<file path="src/rtl/reg_scoreboard.sv">
// Register-hazard scoreboard for the decode stage: tracks in-flight register
// writes per pipeline stage and derives forwarding selects and load-use stalls.
module reg_scoreboard #(
    parameter int AW         = 3,
    parameter int DEPTH      = 3,
    parameter int LOAD_READY = 2,
    parameter int ZERO_REG   = 0,
    parameter int FW         = $clog2(DEPTH + 1)
) (
    input  logic                clk,
    input  logic                reset,
    input  logic                adv,
    input  logic                issue,
    input  logic [AW-1:0]       issue_adr,
    input  logic                issue_load,
    input  logic [DEPTH-1:0]    flush,
    input  logic                ra_en,
    input  logic [AW-1:0]       ra_adr,
    input  logic                rb_en,
    input  logic [AW-1:0]       rb_adr,
    output logic [FW-1:0]       ra_fwd,
    output logic [FW-1:0]       rb_fwd,
    output logic                stall,
    output logic                issue_accepted,
    output logic [2**AW-1:0]    pending
);

    localparam int NREG = 2**AW;

    logic [DEPTH-1:0]         v_q, v_d;
    logic [DEPTH-1:0][AW-1:0] adr_q, adr_d;
    logic [DEPTH-1:0]         ld_q, ld_d;
    logic [FW:0]              look_a_s, look_b_s;

    // Returns {stall, forward code} for one read port; the lowest matching slot
    // (youngest writer) wins, and a match in the last slot reads the register file.
    function automatic logic [FW:0] lookup(
        input logic                     en,
        input logic [AW-1:0]            a,
        input logic [DEPTH-1:0]         v,
        input logic [DEPTH-1:0][AW-1:0] adrs,
        input logic [DEPTH-1:0]         lds
    );
        logic          hit_s;
        logic          st_s;
        logic [FW-1:0] code_s;
        hit_s  = 1'b0;
        st_s   = 1'b0;
        code_s = {FW{1'b0}};
        for (int k = 0; k < DEPTH; k++) begin
            if (!hit_s && en && v[k] && (adrs[k] == a) &&
                !((ZERO_REG != 0) && (a == {AW{1'b0}}))) begin
                hit_s = 1'b1;
                if (k < DEPTH - 1) begin
                    code_s = FW'(k + 1);
                end else begin
                    code_s = {FW{1'b0}};
                end
                st_s = lds[k] && (code_s != {FW{1'b0}}) && (int'(code_s) < LOAD_READY);
            end else begin
                hit_s = hit_s;
            end
        end
        return {st_s, code_s};
    endfunction

    // Port lookups, stall and issue acceptance
    always_comb begin
        look_a_s       = lookup(ra_en, ra_adr, v_q, adr_q, ld_q);
        look_b_s       = lookup(rb_en, rb_adr, v_q, adr_q, ld_q);
        ra_fwd         = look_a_s[FW-1:0];
        rb_fwd         = look_b_s[FW-1:0];
        stall          = look_a_s[FW] | look_b_s[FW];
        issue_accepted = issue & adv & ~stall;
    end

    // Next slot state: flush clears first, then the pipe shifts on adv
    always_comb begin
        v_d   = v_q & ~flush;
        adr_d = adr_q;
        ld_d  = ld_q;
        if (adv) begin
            for (int k = DEPTH - 1; k > 0; k--) begin
                v_d[k]   = v_q[k-1] & ~flush[k-1];
                adr_d[k] = adr_q[k-1];
                ld_d[k]  = ld_q[k-1];
            end
            v_d[0]   = issue_accepted && !((ZERO_REG != 0) && (issue_adr == {AW{1'b0}}));
            adr_d[0] = issue_adr;
            ld_d[0]  = issue_load;
        end else begin
            v_d = v_q & ~flush;
        end
    end

    // Per-register pending map
    always_comb begin
        pending = {NREG{1'b0}};
        for (int k = 0; k < DEPTH; k++) begin
            pending = pending | (NREG'(v_q[k]) << adr_q[k]);
        end
    end

    // Slot state registers
    always_ff @(posedge clk or negedge reset) begin
        if (!reset) begin
            v_q   <= {DEPTH{1'b0}};
            adr_q <= {(DEPTH*AW){1'b0}};
            ld_q  <= {DEPTH{1'b0}};
        end else begin
            v_q   <= v_d;
            adr_q <= adr_d;
            ld_q  <= ld_d;
        end
    end

endmodule

</file>
<file path="config.mk">
export PLATFORM = sky130hd
export DESIGN_NAME = reg_scoreboard
export DESIGN_NICKNAME = d
export VERILOG_FILES = /design/src/rtl/reg_scoreboard.sv
export SDC_FILE = /design/constraint.sdc
export NUM_CORES = 1
export LEC_CHECK = 0
export CAP_MARGIN = 10
export CELL_PAD_IN_SITES_DETAIL_PLACEMENT = 1
export CELL_PAD_IN_SITES_GLOBAL_PLACEMENT = 2
export CORE_UTILIZATION = 24
export CTS_CLUSTER_DIAMETER = 60
export CTS_CLUSTER_SIZE = 40
export DETAILED_ROUTE_END_ITERATION = 7
export GPL_TIMING_DRIVEN = 0
export PLACE_DENSITY = 0.77
export SLEW_MARGIN = 10
export SYNTH_ARGS = -nofsm -noshare
export SYNTH_HDL_FRONTEND = slang
export SYNTH_SLANG_ARGS = --single-unit
</file>
<file path="constraint.sdc">
create_clock -name clk -period 1.57 [get_ports clk]
set_input_delay 0.314 -clock clk [delete_from_list [all_inputs] [get_ports clk]]
set_output_delay 0.314 -clock clk [all_outputs]
set_load 0.01 [all_outputs]
</file>
# Word level (Yosys, flattened, before mapping)
# Cells that the tools add are included.
# word_totals
reg_bits	15
output_inout_bits	14
wordCells	93
# classes
magnitude_cmp	6
eq_ne	6
shifts	3
mux	23
n_bitwise	12
n_reduce_logical	38
# ops
cell	count
$logic_and 1x1->1	28
$mux 2	12
$shl 1x3->8	3
$eq 3x3->1	6
$or 8x8->8	2
$lt 2x2->1 const B	6
$reduce_bool 2->1	6
$mux 1	10
$and 1x1->1	4
$logic_not 1->1	4
$and 3x3->3	1
$mux 3	1
$not 1->1	3
$not 3->3	1
$or 1x1->1	1

# Depth between registers and ports, before layout
# Gate-level depths: netlist of the first run.
# logic_depth
word_depth	21
ltp_mapped	5

# Worst setup path after synthesis of the first run
# No wires, ideal clock.
# synth_path
kind	register to output
startpoint	register adr_q[2] in the netlist's numbering
endpoint	output port issue_accepted
arrival_ns	1.350
required_time_ns	1.256
path_slack_ns	-0.094
stages_incl_launch_ff	6
n_path_buf	1
cell_sequence	dfrtp_1 buf_6 xor2_2 nor4_4 o21ai_2 and3_1
# synth_between
elab_chain_cells	16
elab_cells_between_ends	33
cone_classes	eq/ne: 2; mux: 10; bitwise: 3; reduce/logical: 18
# synth_lines
item	line	text
from (decl)	31	logic [DEPTH-1:0][AW-1:0] adr_q, adr_d;
from (signal assigned)	108	adr_q <= {(DEPTH*AW){1'b0}};
from (signal assigned)	112	adr_q <= adr_d;
$eq 3x3->1	51	if (!hit_s && en && v[k] && (adrs[k] == a) &&
$logic_and 1x1->1	51	
$mux 1	51	
$logic_not 1->1	51	
$logic_and 1x1->1 (3 in a row)	51	
$mux 1	51	
$logic_not 1->1	51	
$logic_and 1x1->1 (3 in a row)	51	
$mux 1	51	
$or 1x1->1 (*)	73	stall = look_a_s[FW] | look_b_s[FW];
$not 1->1 (*)	74	issue_accepted = issue & adv & ~stall;
$and 1x1->1 (*)	74	
to (decl)	24	output logic issue_accepted,
# Mark *: on every way between the ends. The rest lies on a longest branch, timed or not.

# Worst setup path after layout of the first run
# layout_path
startpoint	register adr_q[1] in the netlist's numbering
endpoint	output port issue_accepted
# Same word-level chain as after synthesis.

==> flow_metrics.tcl, run 1 <==
set metrics [dict create \
    cts_max_level 1 \
    cp.arrival_ns 1.72 \
    vias 1015 \
    final-max-slew-violation-count 0 \
    grt_pass1_wl_mm 5.53 \
    min_period_over_period_pct 130 \
    crit_type "register to output port" \
    cp-end-kind "output port" \
    post_drt_via_cell_ratio 4.81 \
    drt_wl_total_mm 3.57 \
    rows 23 \
    grt_max_degree 14 \
    drtIter0Drc 24 \
    clock_skew_ns 0.000825 \
    power_frac_clock_pct 24.1 \
    postSynthCellCount 101 \
    rsz0062_at_grt "true" \
    avgRoutedWirePerCell_um 16.9 \
    synth.distinct_cells 30 \
    min_path_type "input port to register" \
    power_density_mw_per_mm2 690 \
    io_buffers 31 \
    place_congestion 0.777 \
    drt_pass1_iterations 3 \
    start_kind "register" \
    period_minus_slack_ns 2.03 \
    root_buffer "clkbuf_8" \
    clk_pin_slew_ns 0.05 \
    area_growth_syn_to_layout_pct 81.7 \
    synth.area.top_cells "dfrtp_1, mux2_2, xor2_1, nand3_1, xor2_2" \
    violations "negative setup slack" \
    drtAntennaViolNets 0 \
    start_util_pct 25.1 \
    dieArea_mm2 0.00444 \
    syn_avg_cell_area_um2 9.94 \
    p_leak_nw 0.788 \
    switchingPower_mw 0.425 \
    internal_power_mw 0.833 \
    insertion_delay_ns 0.25 \
    instances_no_fill 211 \
    ys_seq_elements 13 \
    cp_max_fo 3 \
    pin_count 33 \
    hpwl_mm 2.07 \
    synth_top_area_cell "dfrtp_1" \
    clk_path_buf_depth 2 \
    tns_ns -4.72 \
    setup_viol 15 \
    grt_remaining_overflow 0 \
    netlist_area_mm2 0.00100 \
    yosys.area.top_type_share_pct 32.4 \
    fmaxAchievable_mhz 492 \
    post-route-util_pct 45.6 \
    outcome "finished, violations left" \
    pwr-share-comb_pct 40.3 \
    synth_seq_area_share_pct 32.4 \
    core_mm2 0.00400 \
    required_ns 1.26 \
    drc 0 \
    grtUsageTotal_pct 16.9 \
    layout_setup_ws_ns -0.464 \
    cts_tree "built" \
    sw_frac_of_total_pct 33.8 \
    numCtsBuffers 3 \
    finalNetCount 181 \
    first_global_vias 1120 \
    antennaDiodeCount 0 \
    ir_worst_vdd_uv 557 \
    drive_above_1_share_pct 60.2 \
    die_x_um 66.7 \
    dp.cells 182 \
    power_frac_seq_pct 35.6 \
    antenna_found_initial 0 \
    worstMarginPinSlew_ns 0.574 \
    max_cap_violations 0 \
    cts_sinks 13 \
    finalHoldViolations 0 \
    p_total_mw 1.26 \
    chipHeight_um 66.7 \
    syn-num-nets 120 \
    relSlewSlack_pct 61.6 \
    ys_warn_count 0 \
]
registers in the layout, summed over array words and instances, names as in the netlist:
signal / cells
v_q: 3
ld_q: 1
adr_q: 9
metrics by stage:
stage                     setup WS [ns]  cell area (µm²)  hold WS [ns]
after detailed placement         -0.904             1390         0.526
after global placement           -0.888             1390         0.517
after floorplan                 -0.0296             1020        0.0184
final                            -0.464             1820         0.391
after global routing             -0.543             1820         0.393
after CTS                        -0.467             1650         0.389
final timing paths:
| kind | start | end | slack [ns] | depth (start not counted) |
|---|---|---|---|---|
| hold reg to reg | ld_q[0] | ld_q[0] | 0.54 | 1 |
| setup / recovery | adr_q[1] | issue_accepted | -0.46 | 6 |
| min in group asynchronous | reset | v_q[2] | 0.44 | 1 |
| hold / removal | adv | ld_q[0] | 0.39 | 2 |
| setup reg to reg | adr_q[1] | v_q[0] | -0.08 | 6 |
| max in group asynchronous | reset | adr_q[5] | 0.72 | 1 |
synthesized netlist by cell type:
cell,number
and3_1,1
nor2b_1,5
nor4_4,2
nand3_1,11
a31o_1,1
clkbuf_8,1
nor3b_1,1
a22oi_1,2
xor2_1,7
nand4_1,3
and2b_2,1
o21ai_0,3
o311ai_0,4
nand4b_1,1
nand2_1,7
mux2i_1,1
xor2_2,3
nand2b_1,3
dfrtp_1,13
nand3b_1,3
xnor2_1,2
mux2_2,8
nor2_1,2
o21ai_2,1
nor4_1,2
inv_1,3
o31ai_1,2
buf_6,4
clkbuf_2,1
clkbuf_1,3
final cells by class:
cell class,count,area (µm²)
Fill cell,439,2180
Sequential cell,13,332
Clock buffer,4,45.0
Buffer,6,72.6
Multi-Input combinational cell,76,791
Timing Repair Buffer,59,504
Tap cell,50,62.6
Inverter,3,16.3
critical path: stages, from the launching register on:
cell     delay [ns]
dfrtp_1        0.37
buf_6          0.13
xor2_2         0.15
nor4_4         0.42
o21ai_2        0.13
and3_4         0.17
buf_6          0.11
power by group through the flow:
| stage | sequential, mW | combinational [mW] | clock (mW) |
|---|---|---|---|
| after floorplan | 0.406 | 0.222 | 0 |
| after CTS | 0.442 | 0.439 | 0.314 |
| after detailed placement | 0.418 | 0.352 | 0 |
| after global placement | 0.416 | 0.345 | 0 |
| after global routing | 0.453 | 0.544 | 0.335 |
| final | 0.448 | 0.507 | 0.303 |
cell families after synthesis:
family                 synth area share, %
multiplexers                          9.98
AO/OA/AOI/OAI                         9.72
XOR/XNOR                              12.7
AND/OR/NAND/NOR                       26.6
buffers and inverters                 8.60
flip-flops                            32.4
cells in the final DEF, fill, tap and decap left out, types with 3 or more instances in the layout:
cell type	n
buf_2	10
buf_4	18
buf_6	18
clkbuf_8	5
clkdlybuf4s50_1	10
dfrtp_1	8
dfrtp_2	5
dlygate4sd2_1	7
mux2_2	8
nand2_1	4
nand2_2	3
nand3_1	8
nand3_2	3
nand3b_1	3
nand4_1	3
nor2b_4	4
nor4_4	3
o21ai_0	3
xor2_1	4
xor2_2	5
what timing repair did:
| action | 4_1_cts | 5_1_grt |
|---|---|---|
| buffers inserted | 19 | 10 |
| hold buffers | 0 | 0 |
| pin swaps | 14 | 1 |
| resized for setup | 105 | 24 |
| setup endpoints to repair | 15 | 15 |
| endpoints found under the hold margin | 0 | 0 |
routing by layer:
layer	GRT usage (%)	wire, µm	vias to the layer above
met5	0	0	-
li1	-	-	479
met4	9.31	81	0
met2	28.9	1820	30
met3	1.20	151	7
met1	20.8	1520	499
Power figures use the tool's default switching activity.
==> inputs of run 2 (changes only) <==
--- a/config.mk
+++ b/config.mk
@@ -14,7 +14,7 @@
 export DETAILED_ROUTE_END_ITERATION = 7
 export GPL_TIMING_DRIVEN = 0
 export PLACE_DENSITY = 0.77
-export SLEW_MARGIN = 10
+export SLEW_MARGIN = 20
 export SYNTH_ARGS = -nofsm -noshare
 export SYNTH_HDL_FRONTEND = slang
 export SYNTH_SLANG_ARGS = --single-unit
==> results of run 2 <==
Final layout, timing and power as in run 1 (identical DEF).
